===== config.mk =====
export PLATFORM = sky130hd
export DESIGN_NAME = write_last_generator
export DESIGN_NICKNAME = d
export VERILOG_FILES = /design/src/rtl/write_last_generator_pkg.sv /design/src/rtl/wr_len_fifo.sv /design/src/rtl/write_last_generator.sv
export SDC_FILE = /design/constraint.sdc
export NUM_CORES = 1
export LEC_CHECK = 0
export ABC_AREA = 1
export CAP_MARGIN = 20
export CORE_AREA = 4 4 92 94
export CTS_CLUSTER_SIZE = 8
export DETAILED_ROUTE_END_ITERATION = 6
export DIE_AREA = 0 0 96 98
export PLACE_DENSITY = 0.75
export SYNTH_ARGS = -nofsm -noshare
export SYNTH_HDL_FRONTEND = slang
export SYNTH_HIERARCHICAL = 1
export SYNTH_SLANG_ARGS = --single-unit
export TNS_END_PERCENT = 5

===== constraint.sdc =====
create_clock -name clk_i -period 2.4 [get_ports clk_i]
set_input_delay 0.6 -clock clk_i [delete_from_list [all_inputs] [get_ports clk_i]]
set_output_delay 0.6 -clock clk_i [all_outputs]
set_load 0.05 [all_outputs]

===== src/rtl/write_last_generator_pkg.sv =====
// -----------------------------------------------------------------------------
// rpc_write_pkg
//
// Shared definitions for the write-direction last-beat generator.
//
// Contents:
//   SplitNone / SplitFirst / SplitSecond : encoding of the controller's
//                                          page-split attribute on a command.
//   DefaultLenWidth                      : default command beat-count width.
//   wr_len_entry_t                       : {len, split} pair recorded per
//                                          pending write command (default
//                                          width view of the FIFO entry).
//   upstream_last_expected()             : whether the upstream burst must
//                                          carry w_last on the final beat of a
//                                          segment with the given split code.
// -----------------------------------------------------------------------------
package rpc_write_pkg;

    localparam logic [1:0] SplitNone   = 2'b00;
    localparam logic [1:0] SplitFirst  = 2'b01;
    localparam logic [1:0] SplitSecond = 2'b10;

    localparam int unsigned DefaultLenWidth = 8;

    typedef struct packed {
        logic [DefaultLenWidth-1:0] len;
        logic [1:0]                 split;
    } wr_len_entry_t;

    // Only the first half of a page-split burst ends before the upstream
    // burst does; every other segment ends together with the upstream last.
    function automatic logic upstream_last_expected(input logic [1:0] split);
        return (split != SplitFirst);
    endfunction

endpackage


===== src/rtl/wr_len_fifo.sv =====
// -----------------------------------------------------------------------------
// wr_len_fifo
//
// Depth-entry synchronous FIFO holding the {len, split} record of each
// pending write command. A pushed entry becomes visible at the head on the
// following cycle (no bypass). A push while full is ignored even when a pop
// happens in the same cycle; a pop while empty is ignored.
//
// Ports:
//   clk_i    in   clock
//   rst_i    in   asynchronous active-high reset (empties the FIFO)
//   push_i   in   write entry_i at the tail
//   pop_i    in   discard the head entry
//   entry_i  in   entry to store
//   head_o   out  entry at the head (meaningful only when ~empty_o)
//   full_o   out  count equals Depth
//   empty_o  out  count equals zero
//   count_o  out  number of stored entries
// -----------------------------------------------------------------------------
module wr_len_fifo #(
    parameter int unsigned Depth = 4,
    parameter int unsigned Width = 10,
    localparam int unsigned PtrW = $clog2(Depth),
    localparam int unsigned CntW = PtrW + 1
) (
    input  logic            clk_i,
    input  logic            rst_i,
    input  logic            push_i,
    input  logic            pop_i,
    input  logic [Width-1:0] entry_i,
    output logic [Width-1:0] head_o,
    output logic            full_o,
    output logic            empty_o,
    output logic [CntW-1:0] count_o
);

    logic [Width-1:0] mem_q [Depth];
    logic [PtrW-1:0]  wr_ptr_q, wr_ptr_d;
    logic [PtrW-1:0]  rd_ptr_q, rd_ptr_d;
    logic [CntW-1:0]  count_q, count_d;
    logic             do_push;
    logic             do_pop;

    assign full_o  = (count_q == CntW'(Depth));
    assign empty_o = (count_q == '0);
    assign count_o = count_q;
    assign head_o  = mem_q[rd_ptr_q];

    // Full is judged on the registered count, so a same-cycle pop cannot
    // make room for a push.
    assign do_push = push_i & ~full_o;
    assign do_pop  = pop_i & ~empty_o;

    always_comb begin
        wr_ptr_d = wr_ptr_q;
        rd_ptr_d = rd_ptr_q;
        count_d  = count_q;
        // Depth is a power of two, so the pointers wrap by natural overflow.
        if (do_push) begin
            wr_ptr_d = wr_ptr_q + 1'b1;
        end
        if (do_pop) begin
            rd_ptr_d = rd_ptr_q + 1'b1;
        end
        case ({do_push, do_pop})
            2'b10:   count_d = count_q + 1'b1;
            2'b01:   count_d = count_q - 1'b1;
            default: count_d = count_q;
        endcase
    end

    always_ff @(posedge clk_i or posedge rst_i) begin
        if (rst_i) begin
            wr_ptr_q <= '0;
            rd_ptr_q <= '0;
            count_q  <= '0;
        end else begin
            wr_ptr_q <= wr_ptr_d;
            rd_ptr_q <= rd_ptr_d;
            count_q  <= count_d;
        end
    end

    // Storage carries no reset; the head is qualified by empty_o everywhere.
    always_ff @(posedge clk_i) begin
        if (do_push) begin
            mem_q[wr_ptr_q] <= entry_i;
        end
    end

endmodule


===== src/rtl/write_last_generator.sv =====
// -----------------------------------------------------------------------------
// write_last_generator
//
// Sits between the AXI write-data front end and the PHY write-data port.
// Every executing write command records its beat length and page-split
// attribute; forwarded write beats are counted against the head record so the
// PHY receives a last beat at the end of each command segment, even when the
// upstream burst was split across a DRAM page into two commands. The upstream
// w_last is checked against the split attribute of each segment.
//
// Ports:
//   clk_i           in   clock
//   rst_i           in   asynchronous active-high reset
//   cmd_valid_i     in   command valid toward the PHY
//   cmd_ready_i     in   command ready from the PHY
//   is_write_i      in   executing command is a write
//   split_req_i     in   00 unsplit, 01 first page segment, 10 second segment
//   cmd_len_i       in   beats-1 of the executing command
//   len_full_o      out  length FIFO full (upstream gates cmd_valid with it)
//   w_valid_i       in   upstream write data valid
//   w_data_i        in   upstream write data
//   w_strb_i        in   upstream strobes
//   w_last_i        in   upstream burst last
//   w_ready_o       out  ready to upstream
//   phy_w_valid_o   out  write data valid to the PHY
//   phy_w_data_o    out  write data to the PHY
//   phy_w_strb_o    out  strobes to the PHY
//   phy_w_last_o    out  per-segment last to the PHY
//   phy_w_ready_i   in   PHY write data ready
//   protocol_err_o  out  single-cycle pulse on an upstream last mismatch
//   overflow_o      out  sticky: a command push was attempted while full
// -----------------------------------------------------------------------------
module write_last_generator
    import rpc_write_pkg::*;
#(
    parameter int unsigned Depth     = 4,
    parameter int unsigned LenWidth  = DefaultLenWidth,
    parameter int unsigned DataWidth = 32,
    localparam int unsigned StrbW    = DataWidth / 8
) (
    input  logic                 clk_i,
    input  logic                 rst_i,
    input  logic                 cmd_valid_i,
    input  logic                 cmd_ready_i,
    input  logic                 is_write_i,
    input  logic [1:0]           split_req_i,
    input  logic [LenWidth-1:0]  cmd_len_i,
    output logic                 len_full_o,
    input  logic                 w_valid_i,
    input  logic [DataWidth-1:0] w_data_i,
    input  logic [StrbW-1:0]     w_strb_i,
    input  logic                 w_last_i,
    output logic                 w_ready_o,
    output logic                 phy_w_valid_o,
    output logic [DataWidth-1:0] phy_w_data_o,
    output logic [StrbW-1:0]     phy_w_strb_o,
    output logic                 phy_w_last_o,
    input  logic                 phy_w_ready_i,
    output logic                 protocol_err_o,
    output logic                 overflow_o
);

    localparam int unsigned EntryW = LenWidth + 2;
    localparam int unsigned CntW   = $clog2(Depth) + 1;

    logic [EntryW-1:0]   fifo_entry;
    logic [EntryW-1:0]   fifo_head;
    logic                fifo_full;
    logic                fifo_empty;
    logic [CntW-1:0]     fifo_count;
    logic                cmd_push;
    logic                seg_pop;

    logic [LenWidth-1:0] head_len;
    logic [1:0]          head_split;

    logic                beat_acc;
    logic                seg_last;

    logic [LenWidth-1:0] beat_cnt_q, beat_cnt_d;
    logic                overflow_q, overflow_d;

    // Read commands never touch the length FIFO.
    assign cmd_push   = cmd_valid_i & cmd_ready_i & is_write_i;
    assign fifo_entry = {cmd_len_i, split_req_i};

    wr_len_fifo #(
        .Depth (Depth),
        .Width (EntryW)
    ) u_len_fifo (
        .clk_i   (clk_i),
        .rst_i   (rst_i),
        .push_i  (cmd_push),
        .pop_i   (seg_pop),
        .entry_i (fifo_entry),
        .head_o  (fifo_head),
        .full_o  (fifo_full),
        .empty_o (fifo_empty),
        .count_o (fifo_count)
    );

    assign head_len   = fifo_head[EntryW-1:2];
    assign head_split = fifo_head[1:0];

    assign len_full_o = (fifo_count == CntW'(Depth));

    // Without a recorded command there is no segment to count against, so
    // upstream data is held off rather than forwarded blind.
    assign w_ready_o     = phy_w_ready_i & ~fifo_empty;
    assign phy_w_valid_o = w_valid_i & ~fifo_empty;
    assign phy_w_data_o  = w_data_i;
    assign phy_w_strb_o  = w_strb_i;

    assign beat_acc     = w_valid_i & w_ready_o;
    assign seg_last     = (beat_cnt_q == head_len);
    assign phy_w_last_o = ~fifo_empty & seg_last;

    // The final beat of a segment pops before the counter could wrap, which
    // also covers head_len = all-ones.
    assign seg_pop = beat_acc & seg_last;

    // On a segment's final beat the upstream last must match the split code;
    // on any earlier beat an upstream last is always premature.
    assign protocol_err_o = beat_acc &
                            (seg_last ? (w_last_i != upstream_last_expected(head_split))
                                      : w_last_i);

    always_comb begin
        beat_cnt_d = beat_cnt_q;
        overflow_d = overflow_q | (cmd_push & fifo_full);
        if (beat_acc) begin
            beat_cnt_d = seg_last ? '0 : beat_cnt_q + 1'b1;
        end
    end

    always_ff @(posedge clk_i or posedge rst_i) begin
        if (rst_i) begin
            beat_cnt_q <= '0;
            overflow_q <= 1'b0;
        end else begin
            beat_cnt_q <= beat_cnt_d;
            overflow_q <= overflow_d;
        end
    end

    assign overflow_o = overflow_q;

endmodule

==> results.json <==
{
  "status": "finished, violations left",
  "violations": "negative setup slack",
  "critPathArrivalTime_ns": 2.16,
  "seq_area_frac_synth": 0.498,
  "hold_viol": 0,
  "fillers": 681,
  "startpoint_type": "flop",
  "path_clk_slew_ns": 0.10,
  "port_buffers": 23,
  "yosys-top-cells-count": "nand2_1 (93), inv_1 (68), edfxtp_1 (40)",
  "drv_slew": 0,
  "drtIter0Drc": 108,
  "numClockSinks": 56,
  "antennaDiodeCount": 0,
  "syn_area_um2": 3220,
  "tns_ns": -1.10,
  "synth_top_area_share": 0.373,
  "grt_pass1_vias": 2025,
  "timing.slew.headroom": 0.669,
  "synthCells": 348,
  "avgSynthCellArea_um2": 9.25,
  "max_freq_mhz": 362,
  "max_cap_violations": 0,
  "p_per_area_nw_per_um2": 875,
  "synth_edf_count": 40,
  "hp-class": "flop to flop",
  "initial_core_util": 0.421,
  "grt_pass1_wl_mm": 9.37,
  "worst_pin_slew_ns": 0.495,
  "required_ns": 1.80,
  "h-tree-depth": 2,
  "drc": 0,
  "die_w_um": 96,
  "vdd_ir_drop_max_mv": 0.455,
  "synth_seq_cells": 56,
  "dp.final_hpwl_mm": 4.37,
  "end_kind": "output port",
  "skew_ns": 0.0121,
  "top_level_ports": 96,
  "wl_per_cell_um": 12.6,
  "synth_top_cells_by_area": "edfxtp_1 (37%), dfrtp_1 (12%), nand2_1 (11%)",
  "drive_gt1_frac": 0.209,
  "top_layer": "met4",
  "place.gp.congestion": 0.741,
  "root_buffer": "clkbuf_8",
  "ys_warn_count": 6,
  "cts_buffers": 5,
  "grt_usage": 0.127,
  "wl_met2_mm": 2.90,
  "yosys.area.top_type": "edfxtp_1",
  "insertion_delay_ns": 0.30,
  "vias_per_cell": 4.62,
  "setup_violations": 4,
  "met1Wirelength_mm": 2.40,
  "clockBufferDepth": 2,
  "path_max_fanout": 13,
  "vias": 2128,
  "hold_ws_ns": 0.481,
  "period_share": 1.15,
  "path_class": "flop to output port",
  "ant_nets": 0,
  "grt_overflow": 0,
  "wl_mm": 5.81,
  "nets": 420,
  "ys.flop_type": "edfxtp_1",
  "p_leak_uw": 0.00180,
  "drt_pass1_iterations": 4,
  "async_flop_share": 0.286,
  "die_h_um": 98,
  "syn2layout_area_growth_pct": 15.0,
  "synth_cell_types": 29,
  "finalWorstSetupSlack_ns": -0.365,
  "yosysMostFrequentCell": "nand2_1",
  "core_um2": 7650,
  "grt_start_max_net_pins": 17,
  "antenna_found_initial": 0,
  "wl_met3_um": 275,
  "cts_tree": "built",
  "cts_hold_buf": 0,
  "rsz0062_at_grt": "true",
  "rows": 32,
  "syn-num-nets": 409,
  "die_area_um2": 9410,
  "fin_crit_ns": 2.76
}
[layout make-up]
type / count / area [µm²] / area share
clock buffers: 5 / 68.8 / 0.0186
well taps: 102 / 128 / 0.0345
inverters: 74 / 280 / 0.0757
clock inverters: 2 / 60.1 / 0.0162
repair buffers: 47 / 514 / 0.139
multi-input cells: 175 / 1050 / 0.284
flip-flops and latches: 56 / 1600 / 0.433
[sequential cells by signal (all words and copies together), names as in the netlist]
register             cells
beat_cnt_q               8
overflow_o               1
u_len_fifo/count_o       3
u_len_fifo/mem_q        40
u_len_fifo/rd_ptr_q      2
u_len_fifo/wr_ptr_q      2
[kinds of logic after synthesis]
logic type,after synthesis,synth area share
and+or+nand+nor,136,0.195
buffers and inverters,117,0.193
DFF,56,0.498
AOI/OAI and AO/OA,24,0.0630
xor gates and xnor gates,8,0.0218
adders and majority gates,7,0.0295
[layer usage]
metal / up-vias / GRT usage
met5: - / 0
met4: 0 / 0.0678
met3: 30 / 0.0239
met2: 50 / 0.205
met1: 986 / 0.159
li1: 1062 / -
[through the flow]
step                utilization  instances  worst slack (ns)  area, µm²  power (µW)
floorplan                     -        348            -0.138       3220        2290
global placement          0.451        450            -0.110       3450        2400
detailed placement        0.451        450            -0.191       3450        2460
CTS                       0.476        459            -0.380       3640        3220
global route              0.484        461            -0.530       3700        3460
finish                    0.484        461            -0.365       3700        3240
[path summary, 6_finish.rpt]
check | slack, ns | to | cells past startpoint | from
hold / removal | 0.48 | overflow_o | 1 | overflow_o
hold reg to reg | 0.48 | overflow_o | 1 | overflow_o
setup reg to reg | -0.21 | u_len_fifo/count_o[2] | 19 | u_len_fifo/rd_ptr_q[0]
min in group asynchronous | 0.55 | u_len_fifo/count_o[2] | 2 | rst_i
max in group asynchronous | 1.56 | beat_cnt_q[0] | 2 | rst_i
setup / recovery | -0.36 | protocol_err_o | 12 | u_len_fifo/rd_ptr_q[0]
[cells in the final DEF (no fill, tap or decap), types with 7 or more instances in the layout]
cell	netlist	routed
buf_4	37	20
clkdlybuf4s50_1	0	18
dfrtp_1	16	16
edfxtp_1	40	40
inv_1	68	68
nand2_1	93	89
nand2_2	3	7
nand3_1	9	8
nor2_1	14	11
o211ai_1	14	14
[worst max-delay path, cell delays in order (launching register included)]
cell and delay, ns:
dfrtp_1 0.40, inv_4 0.09, buf_16 0.15, o211ai_1 0.17, nand2_1 0.11, buf_4 0.15
xor2_1 0.13, nor2_1 0.10, nand2_1 0.09, nor2_4 0.11, nor2_1 0.07, nor2_4 0.14
buf_12 0.14
[report_power, final]
group          internal [µW]  switching [µW]  total, µW
Sequential              1190             162       1350
Combinational            496             693       1190
Clock                    411             290        701
Total                   2100            1140       3240
[timing repair]
action / in CTS / in global routing
endpoints found under the setup margin: 4 / 4
setup buffers: 1 / 1
resized for setup: 10 / 6
cloned: 1 / 1
pin swaps: 11 / 10
(Power assumes the default switching activity.)
==> RTL edit 1: new RTL, config.mk and constraints unchanged <==
Make the reset (`rst_i`) synchronous in 2 clocked blocks. Comments in the files are not updated.
--- a/src/rtl/wr_len_fifo.sv
+++ b/src/rtl/wr_len_fifo.sv
@@ -69,7 +69,7 @@
         endcase
     end
 
-    always_ff @(posedge clk_i or posedge rst_i) begin
+    always_ff @(posedge clk_i) begin
         if (rst_i) begin
             wr_ptr_q <= '0;
             rd_ptr_q <= '0;
--- a/src/rtl/write_last_generator.sv
+++ b/src/rtl/write_last_generator.sv
@@ -133,7 +133,7 @@
         end
     end
 
-    always_ff @(posedge clk_i or posedge rst_i) begin
+    always_ff @(posedge clk_i) begin
         if (rst_i) begin
             beat_cnt_q <= '0;
             overflow_q <= 1'b0;
Function: differs if rst_i is asserted again (counterexample within 4 cycles, from zero or initial values and one cycle with rst_i high); with rst_i held inactive, the same outputs for 10 cycles.
==> RTL edit 1 against the original RTL <==
- the run still ends with negative setup slack left
- setup slack better by 97 ps
- routed wire length fell by 2.8%
- sequential cell count increased by 2
- largest cell class unchanged
- final cell count decreased by 9.1%
- global-route usage is essentially flat
- area after synthesis down 11%
- design area decreased by 5.2%
Power is not compared: it rests on default switching activity, and its combinational part moved more than twofold at a synthesized area within 25%.
==> RTL edit 1: results (changes against the original RTL) <==
* All-layer global routing usage: 12.7% (about the same)
- The count of cells along the worst register-to-register path was 21 (+2).
- The total setup buffers inserted after CTS was 2 (+1).
* Final setup TNS: -648 ps (+455 ps)
* Global-route wire length before repair: 9.07 mm (-3.2%)
- The number of flip-flops and latches came to 58 (+3.6%).
- The count of multi-input gates was 161 (-8.0%).
- Multi-input logic area: 1030 sq um (-1.7%)
* Iter 0 DRT Violations: 121 (+12%)
* Final worst slack: -268 ps (+96.8 ps)
- Failing checks: negative setup slack
* Layout Nets: 373 (-11%)
- The largest stage delay on the critical path is 360 ps (-40 ps).
- Fraction of final layout cells with drive strength greater than 1: 27.8% (+6.9 points)
- Pre-CTS WS: -260 ps (-69.2 ps)
- Post-CTS Resized: 24 (+14)
- Result of the run: finished with violations
- The worst-case clock skew came to 7.36 ps (-4.73 ps).
* Clock-pin slew on the worst setup and hold paths: 60 ps (-40 ps)
- The detailed-route wire length was 5.65 mm (-2.8%).
- Clock buf/inv share: 4.60% (+1.1 points)
* Number of levels the H-tree was split into: 3 (+1)
- The count of mapped cells out of synthesis is 296 (-15%).
- Worst-skew pair later-pin latency: 330 ps (+30 ps)
* Final non-clock buffer share: 13.7% (-0.20 points)
- The setup-violating endpoint count in the final report was 4 (unchanged).
==> RTL edit 1: kinds of logic after synthesis <==
group	Yosys count	synth area share, %
simple gates	103	16.9
buf+inv	77	14.9
flops	58	54.3
compound gates	41	7.61
xor+xnor	10	3.04
fa+ha+maj	7	3.31
==> RTL edit 1: metal layers <==
layer / up-vias / wire [microns] / GRT usage (%) / part of all wire [%]
met5: - / 0 / 0 / 0
met3: 31 / 284 / 3.47 / 5.0
met4: 0 / 241 / 9.41 / 4.3
met1: 905 / 2290 / 14.1 / 41
met2: 39 / 2830 / 20.3 / 50
li1: 967 / - / - / -
==> RTL edit 1: metrics by stage <==
| stage | area (sq um) | hold WS, ps |
|---|---|---|
| finish | 3510 | 478 |
| global route | 3510 | 526 |
| detailed placement | 3140 | 466 |
| floorplan | 2880 | 459 |
| CTS | 3390 | 487 |
| global placement | 3140 | 457 |
==> RTL edit 2: new RTL, same flow settings <==
Without the edit above. Set the package constant `DefaultLenWidth` to 10 (it was 8).
--- a/src/rtl/write_last_generator_pkg.sv
+++ b/src/rtl/write_last_generator_pkg.sv
@@ -20,7 +20,7 @@
     localparam logic [1:0] SplitFirst  = 2'b01;
     localparam logic [1:0] SplitSecond = 2'b10;
 
-    localparam int unsigned DefaultLenWidth = 8;
+    localparam int unsigned DefaultLenWidth = 10;
 
     typedef struct packed {
         logic [DefaultLenWidth-1:0] len;
Ports: changed (resized cmd_len_i); port bits go from 96 to 98. The function was not compared with the original's and may differ.
==> RTL edit 2 against the original RTL <==
- the run still ends with negative setup slack left
- global-route usage grew 3.3 points
- design area grew 15%
- sequential cell count grew 10
- area after synthesis grew 11%
- power grew 5.1%
- register-to-register slack lost 170 ps
- sequential power grew 13%
- routed wire length grew 21%
- utilization grew 7.3 points
- combinational power shrank 20%
- sequential share of layout area grew 1.1 points
- die area is the same
- setup slack lost 110 ps
- largest cell class unchanged
- largest power group unchanged
==> RTL edit 2: results (changes against the original RTL) <==
* Fraction of final layout cells with drive strength greater than 1: 25.6% (+4.7 points)
- The largest net degree at the start of global routing came to 14 (-3).
- The final hold slack is 470 ps (-11.5 ps).
* Non-clock buffer instance count of the final layout: 59 (+26%)
- Number of failing setup endpoints in the final timing report: 4 (unchanged)
* Clock-pin slew on the worst setup and hold paths: 70 ps (-30 ps)
- Total clock buffers created by CTS: 9 (+4)
- Gpl congestion: 0.839 (+13%)
- The worst-case clock skew was 6.53 ps (-5.56 ps).
* Post-CTS Resized: 19 (+9)
* Final total power: 3.41 mW (+5.1%)
- The count of clock-net buffers in the final layout was 9 (+4).
- Synthesized-area fraction occupied by ao, oa, aoi and oai cells: 6.93% (+0.63 points)
* Area contributors post-synth: sky130_fd_sc_hd__edfxtp_1 (40%), sky130_fd_sc_hd__dfrtp_1 (13%), sky130_fd_sc_hd__nand2_1 (10%)
- Met2 Wirelength: 3.47 mm (+20%)
* Standby leakage power: 2.02 nW (+12%)
- The routed length on met1 came to 2.83 mm (+18%).
* Syn Area/Cell: 9.46 sq um (+2.3%)
- The detailed-route wire length came to 7.03 mm (+21%).
- The routing usage on met2 came to 25.1% (+4.6 points).
* WP data arrival: 2280 ps (+120 ps)
* Layout Nets: 468 (+11%)
* Failing checks: negative setup slack
* IR Drop Worst-Case VDD: 493 uV (+8.4%)
- Result of the run: finished with violations
* Routed wl met3: 441 microns (+60%)
- Sequential area share after synthesis: 52.9% (+3.1 points)
- The combinational share of power came to 28.0% (-8.7 points).
- The net switching power of the design is 1.15 mW (+0.84%).
* Worst-skew pair later-pin latency: 340 ps (+40 ps)
- The HPWL reported at the end of detailed placement came to 4.96 mm (+14%).
- The multi-input logic portion of the cell area was 27.1% (-1.3 points).
- Number of vias in the routed layout: 2406 (+13%)
* Number of levels the H-tree was split into: 3 (+1)
- Sequential cell count of the final layout: 66 (+18%)
- Net count of the mapped netlist: 441 (+7.8%)
* All-layer global routing usage: 16.0% (+3.3 points)
- First-pass iteration count of the detailed router: 5 (+1)
- The final worst-path setup slack was -476 ps (-111 ps).
- The peak fanout along the critical path was 8 (-5).
- Global-route wire length before repair: 11.3 mm (+21%)
* Final non-clock buffer share: 13.6% (-0.30 points)
- The routed via count divided by cell count was 4.70 (+1.8%).
* Total of buffers placed on input and output ports: 25 (+8.7%)
- Number of flip-flops under the largest register name: 48 (+20%)
* Adder-Cell Fraction of Synth Area: 2.66% (-0.30 points)
* Global-route met3 utilization: 3.08% (+0.69 points)
- The count of multi-input gates came to 187 (+6.9%).
* Number of ordinary inverters in the final layout: 82 (+11%)
- Total of fill cells in the finished design: 626 (-8.1%)
==> RTL edit 2: changes by cell type in the layout (fill, tap and decap cells not counted), moves of 3 or more <==
cell                         change
sky130_fd_sc_hd__buf_6           +6
sky130_fd_sc_hd__nand3_1         +5
sky130_fd_sc_hd__clkbuf_8        +4
sky130_fd_sc_hd__nor2_1          -3
sky130_fd_sc_hd__buf_4           +6
sky130_fd_sc_hd__clkinvlp_4      +3
sky130_fd_sc_hd__edfxtp_1        +8
sky130_fd_sc_hd__inv_2           +6
sky130_fd_sc_hd__nand3_2         -3
sky130_fd_sc_hd__nand4_1         +3
sky130_fd_sc_hd__o211ai_2        +3
==> RTL edit 2: per-stage QoR <==
stage / setup WS [ps] / util, % / setup TNS (ps)
2_1_floorplan: -156 / - / -521
3_3_place_gp: -168 / 50.8 / -543
3_5_place_dp: -261 / 50.8 / -740
4_1_cts: -393 / 55.0 / -1420
5_1_grt: -664 / 55.7 / -2630
6_report: -476 / 55.7 / -1610
